$ cat src/rtl/exe_sequencer.sv
// Program-memory driven initiator for the EXE command interface: fetch, decode,
// issue one instruction, hold it for EXE_LAT cycles, then sample EXE flags.
module exe_sequencer #(
    parameter int DEPTH   = 16,
    parameter int AW      = 4,
    parameter int EXE_LAT = 1
) (
    input  logic              i_clk,
    input  logic              i_rsn,
    input  logic              i_wr_en,
    input  logic [AW-1:0]     i_wr_addr,
    input  logic [15:0]       i_wr_instr,
    input  logic              i_start,
    input  logic [3:0]        i_flag,
    output logic [2:0]        o_oper,
    output logic [3:0]        o_reg0,
    output logic [3:0]        o_reg1,
    output logic [3:0]        o_reg2,
    output logic signed [5:0] o_data,
    output logic              o_imm,
    output logic              o_valid,
    output logic              o_busy,
    output logic              o_done,
    output logic [AW-1:0]     o_pc,
    output logic [AW:0]       o_count,
    output logic [3:0]        o_flag_last,
    output logic [3:0]        o_flag_acc
);

    typedef enum logic [2:0] {
        S_IDLE, S_FETCH, S_DECODE, S_ISSUE, S_WAIT, S_DONE
    } state_t;

    localparam logic [2:0]      OP_HALT   = 3'b111;
    localparam int              WCW       = (EXE_LAT > 1) ? $clog2(EXE_LAT) : 1;
    localparam logic [WCW-1:0]  WAIT_LAST = WCW'(EXE_LAT - 1);
    localparam logic [AW-1:0]   PC_LAST   = AW'(DEPTH - 1);

    state_t         state;
    logic [15:0]    mem [DEPTH];
    logic [15:0]    ir;
    logic [WCW-1:0] wait_cnt;

    // Program memory has no reset so a loaded program survives i_rsn.
    always_ff @(posedge i_clk) begin
        if (state == S_IDLE && i_wr_en)
            mem[i_wr_addr] <= i_wr_instr;
    end

    always_ff @(posedge i_clk) begin
        if (!i_rsn) begin
            state       <= S_IDLE;
            ir          <= '0;
            wait_cnt    <= '0;
            o_oper      <= '0;
            o_reg0      <= '0;
            o_reg1      <= '0;
            o_reg2      <= '0;
            o_data      <= '0;
            o_imm       <= 1'b0;
            o_valid     <= 1'b0;
            o_busy      <= 1'b0;
            o_done      <= 1'b0;
            o_pc        <= '0;
            o_count     <= '0;
            o_flag_last <= '0;
            o_flag_acc  <= '0;
        end else begin
            o_valid <= 1'b0;
            o_done  <= 1'b0;
            case (state)
                S_IDLE: begin
                    if (i_start) begin
                        o_pc       <= '0;
                        o_count    <= '0;
                        o_flag_acc <= '0;
                        o_busy     <= 1'b1;
                        state      <= S_FETCH;
                    end
                end
                S_FETCH: begin
                    ir    <= mem[o_pc];
                    state <= S_DECODE;
                end
                S_DECODE: begin
                    if (ir[15:13] == OP_HALT) begin
                        o_done <= 1'b1;
                        state  <= S_DONE;
                    end else begin
                        o_oper  <= ir[15:13];
                        o_imm   <= ir[12];
                        o_reg2  <= ir[11:8];
                        o_reg0  <= ir[12] ? 4'd0 : ir[7:4];
                        o_reg1  <= ir[12] ? 4'd0 : ir[3:0];
                        o_data  <= ir[12] ? $signed(ir[5:0]) : 6'sd0;
                        o_valid <= 1'b1;
                        state   <= S_ISSUE;
                    end
                end
                S_ISSUE: begin
                    wait_cnt <= '0;
                    state    <= S_WAIT;
                end
                S_WAIT: begin
                    if (wait_cnt == WAIT_LAST) begin
                        o_flag_last <= i_flag;
                        o_flag_acc  <= o_flag_acc | i_flag;
                        o_count     <= o_count + (AW+1)'(1);
                        // Return the command bus to the discard command so EXE
                        // never re-executes a stale instruction.
                        o_oper      <= '0;
                        o_imm       <= 1'b0;
                        o_reg0      <= '0;
                        o_reg1      <= '0;
                        o_reg2      <= '0;
                        o_data      <= '0;
                        if (o_pc == PC_LAST) begin
                            o_done <= 1'b1;
                            state  <= S_DONE;
                        end else begin
                            o_pc  <= o_pc + AW'(1);
                            state <= S_FETCH;
                        end
                    end else begin
                        wait_cnt <= wait_cnt + WCW'(1);
                    end
                end
                S_DONE: begin
                    o_busy <= 1'b0;
                    state  <= S_IDLE;
                end
                default: state <= S_IDLE;
            endcase
        end
    end

endmodule
$ cat config.mk
export PLATFORM = sky130hd
export DESIGN_NAME = exe_sequencer
export DESIGN_NICKNAME = d
export VERILOG_FILES = /design/src/rtl/exe_sequencer.sv
export SDC_FILE = /design/constraint.sdc
export NUM_CORES = 1
export LEC_CHECK = 0
export CORE_UTILIZATION = 45
export DETAILED_ROUTE_END_ITERATION = 10
export PLACE_DENSITY = 0.71
export SLEW_MARGIN = 10
export SYNTH_ARGS = -nofsm -noshare
export SYNTH_HDL_FRONTEND = slang
export SYNTH_SLANG_ARGS = --single-unit
$ cat constraint.sdc
create_clock -name i_clk -period 3 [get_ports i_clk]
set_input_delay 0.3 -clock i_clk [delete_from_list [all_inputs] [get_ports i_clk]]
set_output_delay 0.3 -clock i_clk [all_outputs]
set_load 0.01 [all_outputs]
== Word level (Yosys, flattened, before mapping) ==
Memories as Yosys holds them, arrays and structs flattened. A register that Yosys moved wholly into a read port is not among the register bits.
Cells that the tools add are included.
Cells by class
  reductions and logical operators: 14
  muxes and demuxes: 44
  add/subtract/negate cells: 3
  bitwise logic cells: 2
  eq/ne operators: 11
Operators with widths (number)
  $mux W4: 10
  $pmux W4 S2: 5
  $mux W3: 6
  $mux W6: 3
  $pmux W3 S5: 1
  $pmux W6 S2: 1
  $mux W1: 10
  $mux W5: 2
  $pmux W5 S2: 1
  $eq A3 B3 Y1 const B: 3
  $ne A2 B2 Y1 const B: 4
  $pmux W1 S2: 4
  $reduce_and A2 Y1: 4
  $reduce_bool A2 Y1: 4
  $eq A3 B2 Y1 const B: 2
  $pmux W3 S2: 1
  $reduce_and A3 Y1: 2
  $add A5 B1 Y5 const B: 1
  $add A4 B1 Y4 const B: 1
  $eq A4 B4 Y1 const B: 1
  $or A4 B4 Y4: 1
  $reduce_and A4 Y1: 1
  $eq A3 B1 Y1 const B: 1
  $logic_not A3 Y1: 1
  other kinds (4): 4
Storage, ports and cells
  word-level logic and storage cells: 90
  output and inout port bits: 42
  RAM bits: 256
  register bits after elaboration: 46
  bits of input ports: 28
  memories: 1
Memories
  mem: words 16, bits a word 16, read ports 1, clocked after Yosys merged registers in 1, write ports 1, line 40  | logic [15:0] mem [DEPTH];

== Logic depth before layout (Yosys ltp) ==
Gate-level depths: netlist (run 1).
  word-level depth: 4
  mapped depth: 8
  depth with buffers taken out: 5

== Least setup slack after synthesis (run 1) ==
No wires, ideal clock.
  path type: register to register
  from: reg state[2]
  to: mem mem[0][0] (enable)
  stages on the path, launching flop included: 6
  buffers on the path: 1
  arrival time: 2418 ps
  clock period less this slack: 2827 ps
  slack: 173 ps
  cell sequence: dfxtp_1 buf_2 nor3_1 nand2_1 or3_1 nor3_1
Between the ends
  word-level cells in the longest chain between the ends: 4
RTL lines
  from (decl): line 39  | state_t state;
  from (signal assigned): line 52  | state <= S_IDLE;
  from (signal assigned): line 78  | state <= S_FETCH;
  from (signal assigned): line 83  | state <= S_DECODE;
  $logic_not A3 Y1: line 46  | if (state == S_IDLE && i_wr_en)
  $logic_and A1 B1 Y1: line 46
  $mux W1: line 46
  $mux W1 (not written as such): line 47  | mem[i_wr_addr] <= i_wr_instr;
  to (decl): line 40
Every way passes these cells.

== Worst setup path after layout (run 1) ==
  from: reg o_pc[1]
  to: out o_pc[1]
RTL lines
  from (decl): line 24  | output logic [AW-1:0] o_pc,
  from (signal assigned): line 121  | o_pc <= o_pc + AW'(1);
No word-level cell between the ends.

==> impl_metrics.py, run 1 <==
metrics = {
    "die": {
        "io_pins": 70,
        "core_um2": 26200,
        "dieArea_um2": 27600,
        "die_h_um": 166,
        "start_util_pct": 46.2,
        "num_rows": 59,
        "die_x_um": 166,
    },
    "logic_synthesis": {
        "synth_flop_cell": "edfxtp_1",
        "synth_top_area_share_pct": 63.5,
        "yosysSeqAreaShare_pct": 73.6,
        "synthArstFlopShare_pct": 0,
        "synth_common_cells": "edfxtp_1, dfxtp_1, nand2_1, mux2i_1, mux4_2",
        "syn-num-nets": 733,
        "synth.area.top_cells": "edfxtp_1, dfxtp_1, mux4_2",
        "synth_edf_count": 256,
        "synth_largest_area_cell": "edfxtp_1",
        "synthesis.area_um2": 12100,
        "yosysMostFrequentCell": "edfxtp_1",
        "syn_area_per_cell_um2": 17.2,
        "syn_inst": 703,
        "ys_seq_elements": 317,
        "synth_warnings": 0,
        "synthDistinctLibCells": 45,
    },
    "clock_tree": {
        "clock_sinks": 317,
        "hold_buffers": 0,
        "clk_pin_slew_ns": 0.06,
        "cts_buffers": 30,
        "cts_tree": "done",
        "insertion_delay_ns": 0.55,
        "h-tree-depth": 1,
        "post_cts.repair.setup_buffers": 0,
        "cts_root_buf": "clkbuf_16",
        "cts_resized": 0,
        "cts_buffer_depth": 3,
    },
    "drt": {
        "wl_per_cell_um": 21.4,
        "dr.pass1.iters": 8,
        "drt_iter0_drc": 676,
        "antenna_left": 0,
        "routed_via_density": 5.67,
        "via_count": 6535,
        "routed_wl_mm": 24.7,
        "post-route-drc-count": 13,
    },
    "critical_path": {
        "path_buf_inv": 1,
        "rrSetupSlack_ns": 0.60,
        "worstPathCellList": "clkdlybuf4s50_1",
        "critPathTopFamily": "flip-flops",
        "worstPathRequired_ns": 2.70,
        "worstSetupEndpointType": "output port",
        "crit_path_start_kind": "flop",
        "slowest_stage": "dfxtp_4",
        "cpPeakStageDelay_ns": 0.87,
        "crit_type": "flop to output port",
        "worstPathMaxFanout": 55,
        "crit_arrival_ns": 2.17,
    },
    "grt": {
        "grt_pass1_wl_mm": 37.9,
        "antenna_found_initial": 0,
        "grt_overflow": 0,
        "track_usage_pct": 18.1,
        "grt_pass1_vias": 6350,
        "grt_max_degree": 56,
    },
    "flow_run": {
        "maxCapViolations": 0,
    },
    "sta": {
        "rsz0062_at_grt": "false",
        "finalCriticalPeriod_ns": 2.47,
        "max_slew_margin_pct": 41.8,
        "postLayoutSetupSlackWorst_ns": 0.534,
        "fin_crit_sh_pct": 82.2,
        "setup_viol": 0,
        "worst_clock_skew_ns": 0.0122,
        "hold_viol": 0,
        "fmax_ghz": 0.405,
        "slew_violations": 0,
        "tightestPinTransition_ns": 0.851,
        "fin_setup_tns_ns": 0,
    },
    "final_layout": {
        "nets": 823,
        "n_antenna_cell": 0,
        "drive_gt1_share_pct": 16.5,
        "syn2layout_area_growth_pct": 17.7,
        "instances_no_fill": 1152,
        "n_fill_cell": 2031,
    },
    "hold_path": {
        "hold_path_class": "input port to flop",
    },
    "pwr": {
        "p_leak_nw": 4.37,
        "power_density_nw_per_um2": 614,
        "peakVddDrop_mv": 0.428,
        "power_mw": 8.75,
    },
    "place": {
        "port_buffers": 69,
        "dp_hpwl_mm": 14.8,
        "place_inst": 1096,
        "dp_slack_ns": 0.690,
        "place_congestion": 0.738,
    },
    "outcome": {
        "outcome": "complete, but fails checks",
        "violations": "design-rule violations",
    },
}
-- cells in the final DEF, fill, tap and decap left out, drive strengths merged --
cell type / Yosys / final
nor3: 6 / 6
a2111oi: 1 / 1
nand2b: 12 / 12
a32oi: 11 / 11
nand4: 4 / 4
mux2: 1 / 1
o32ai: 1 / 1
mux2i: 48 / 48
clkdlybuf4s50: 0 / 69
and3: 5 / 5
nor3b: 4 / 4
nand3b: 10 / 10
and2: 4 / 4
nand3: 15 / 15
a21boi: 7 / 7
edfxtp: 256 / 256
a22oi: 10 / 10
or3b: 1 / 1
and2b: 1 / 1
buf: 26 / 29
nand2: 56 / 56
or4b: 1 / 1
mux4: 48 / 48
o2111ai: 5 / 5
ha: 2 / 2
clkinv: 0 / 10
inv: 3 / 3
a221o: 1 / 1
dfxtp: 61 / 61
clkbuf: 14 / 46
a21oi: 31 / 31
o21ai: 16 / 16
a211oi: 1 / 1
or3: 3 / 3
a31oi: 2 / 2
nor2: 22 / 22
nand4b: 2 / 2
o211ai: 5 / 5
o21a: 2 / 2
nor2b: 5 / 5
-- flip-flops by register name (all words and copies together) (netlist names), 4 cells and up --
register     flops
mem            256
o_pc             4
o_reg1           4
o_reg0           4
o_flag_last      4
o_count          5
ir              16
o_reg2           4
o_flag_acc       4
o_data           6
-- power breakdown --
part           switching, mW  leakage, nW  internal, mW
Combinational          0.173         1.09         0.105
Sequential            0.0402         2.80          4.81
Clock                   1.53        0.481          2.10
-- worst paths after layout --
check,start,end,cells after the start
min,i_flag[2],o_flag_last[2],3
min reg2reg,o_reg1[2],o_reg1[2],2
max,o_pc[1],o_pc[1],1
max reg2reg,o_pc[1],ir[8],5
-- routing by layer --
layer / wire (um) / track usage (%) / part of all wire [%] / vias to the layer above
met5: 0 / 0 / 0 / -
met4: 459 / 4.75 / 1.9 / 0
met3: 1620 / 2.93 / 6.6 / 44
met2: 11500 / 28.9 / 47 / 216
met1: 11100 / 25.9 / 45 / 3324
li1: - / - / - / 2951
-- cell families (layout without fill, tap and decap cells) --
kind of cell | after synthesis | count (layout) | synth area share [%]
flip-flops | 317 | 317 | 73.6
multiplexers | 97 | 97 | 13.0
buffers and inverters | 43 | 157 | 1.81
AO/OA/AOI/OAI | 93 | 93 | 5.07
adder cells (fa/ha/maj) | 2 | 2 | 0.207
AND/OR/NAND/NOR | 151 | 151 | 6.34
-- metrics by stage --
step	area, um^2	hold slack (ns)	util (%)
floorplan	12100	0.399	-
global placement	13300	0.439	50.7
detailed placement	13300	0.444	50.7
CTS	14200	0.338	54.4
global route	14200	0.359	54.4
finish	14200	0.354	54.4
-- final cells by class --
type,count,area [um^2],area share (%)
clock buffer,46,922,6.47
multi-input combinational,343,3000,21.1
sequential,317,8920,62.6
tap,335,419,2.94
inverter,3,11.3,0.0790
clock inverter,10,43.8,0.307
timing repair buffer,98,933,6.55
No activity file was read; power rests on OpenSTA's default activity.
==> inputs of run 2 (changes only) <==
clock period = 2.1 ns   (was 3 ns; I/O delays follow)
==> run 2 against run 1 <==
Compared with the run above: via count is 0.69% higher; die area stayed put; combinational power is 60% higher; sequential power is 42% higher; the run still ends with design-rule violations left; routed wire length is 1.1% higher; sequential share of layout area is 2.2 points lower; non-clock buffer count is 20 higher; critical path depth is 1 higher; critical path type unchanged.
==> impl_metrics.py, run 2 (synthesis gave the netlist of run 1 again) <==
metrics = {
    "sta": {
        "rsz0062_at_grt": "false",
        "fmax_ghz": 0.500,
        "max_slew_margin_pct": 56.3,
        "worst_clock_skew_ns": 0.0123,
        "hold_viol": 0,
        "postLayoutSetupSlackWorst_ns": 0.101,
        "fin_crit_sh_pct": 95.2,
        "slew_violations": 0,
        "hold_slack_ns": 0.300,
        "tightestPinTransition_ns": 0.654,
        "fin_setup_tns_ns": 0,
        "setup_viol": 0,
        "finalCriticalPeriod_ns": 2.00,
    },
    "clock_tree": {
        "cts_buffer_depth": 3,
        "post_cts.repair.setup_buffers": 0,
        "clock_sinks": 317,
        "cts_buffers": 35,
        "cts_tree": "done",
        "cts_root_buf": "clkbuf_16",
        "insertion_delay_ns": 0.50,
        "h-tree-depth": 2,
        "clk_pin_slew_ns": 0.06,
    },
    "critical_path": {
        "worstPathMaxFanout": 12,
        "slowest_stage": "clkdlybuf4s50_1",
        "reg2reg_depth": 5,
        "worstSetupEndpointType": "output port",
        "worstPathRequired_ns": 1.89,
        "crit_path_start_kind": "flop",
        "crit_type": "flop to output port",
        "critPathLaunch": "o_pc[1]",
        "worstPathCellList": "buf_4 > clkdlybuf4s50_1",
        "crit_arrival_ns": 1.79,
        "cpPeakStageDelay_ns": 0.57,
        "r2r-start": "state[0]",
    },
    "grt": {
        "grt_overflow": 0,
        "grt_pass1_wl_mm": 38.8,
        "grt_pass1_vias": 6652,
        "track_usage_pct": 18.6,
        "grt_max_degree": 26,
        "antenna_found_initial": 0,
    },
    "drt": {
        "routed_via_density": 5.59,
        "antenna_left": 0,
        "dr.pass1.iters": 8,
        "wl_per_cell_um": 21.2,
        "via_count": 6580,
        "drt_iter0_drc": 774,
        "post-route-drc-count": 13,
        "routed_wl_mm": 25.0,
    },
    "final_layout": {
        "largest_reg_flops": 256,
        "final_common_cell": "edfxtp_1",
        "nets": 848,
        "top_register": "mem",
        "n_antenna_cell": 0,
        "syn2layout_area_growth_pct": 22.1,
        "instances_no_fill": 1178,
        "largestRegisters": "mem: 256 flops, ir: 16 flops, o_data: 6 flops",
        "drive_gt1_share_pct": 19.3,
        "layout_common_cells": "edfxtp_1, clkdlybuf4s50_1, dfxtp_1",
    },
    "place": {
        "place_congestion": 0.771,
        "port_buffers": 69,
        "place_inst": 1116,
        "dp_hpwl_mm": 16.0,
        "dp_slack_ns": 0.0565,
    },
    "pwr": {
        "peakVddDrop_mv": 0.493,
        "p_leak_nw": 4.60,
        "power_mw": 13.4,
        "power_density_nw_per_um2": 909,
    },
    "die": {
        "die_h_um": 166,
        "core_um2": 26200,
        "dieArea_um2": 27600,
        "die_x_um": 166,
        "start_util_pct": 46.2,
        "num_rows": 59,
        "io_pins": 70,
    },
    "outcome": {
        "outcome": "complete, but fails checks",
        "violations": "design-rule violations",
    },
    "hold_path": {
        "hold_path_class": "input port to flop",
        "hold_path_depth": 3,
        "hp-start": "i_flag[0]",
    },
    "flow_run": {
        "maxCapViolations": 0,
    },
}
## run 2: worst paths after layout
path                                  endpoint  slack, ns
worst max-delay path                   o_pc[1]       0.10
worst min register to register       o_data[1]       0.45
worst max register to register       mem[8][7]       0.17
worst min-delay path            o_flag_last[0]       0.30
## run 2: area by class of cell
cell class | instances | area [um^2]
Clock buffer | 44 | 962
Timing Repair Buffer | 118 | 1250
Inverter | 3 | 11.3
Sequential cell | 317 | 8920
Multi-Input combinational cell | 343 | 3020
Clock inverter | 18 | 191
Tap cell | 335 | 419
Fill cell | 1942 | 11400
## run 2: stage by stage
step	cell area, um^2	utilization, %
after floorplan	12200	-
after CTS	14800	56.4
final	14800	56.4
after global placement	13600	52.0
after global routing	14800	56.4
after detailed placement	13600	52.0
## run 2: repair_timing
item,in CTS,in global routing
hold buffers,0,0
setup endpoints to repair,0,2
gates resized for setup,0,2
## run 2: layer usage
layer  GRT usage [%]  wire (um)  vias to the layer above
li1                -          -                     3013
met1            26.0      11000                     3315
met2            30.1      11800                      216
met3            3.17       1650                       36
met4            5.77        494                        0
met5               0          0                        -
## run 2: worst max-delay path: cells and delay by family, from the launching register on
| family | cells | cell delay, ns |
|---|---|---|
| buf+inv | 2 | 0.82 |
| flops | 1 | 0.45 |
## run 2: report_power, final
group          internal, mW  switching, mW  total [mW]  leakage [nW]
sequential             6.87         0.0444        6.91          2.80
combinational         0.177          0.268       0.445          1.24
clock                  3.74           2.34        6.08         0.562
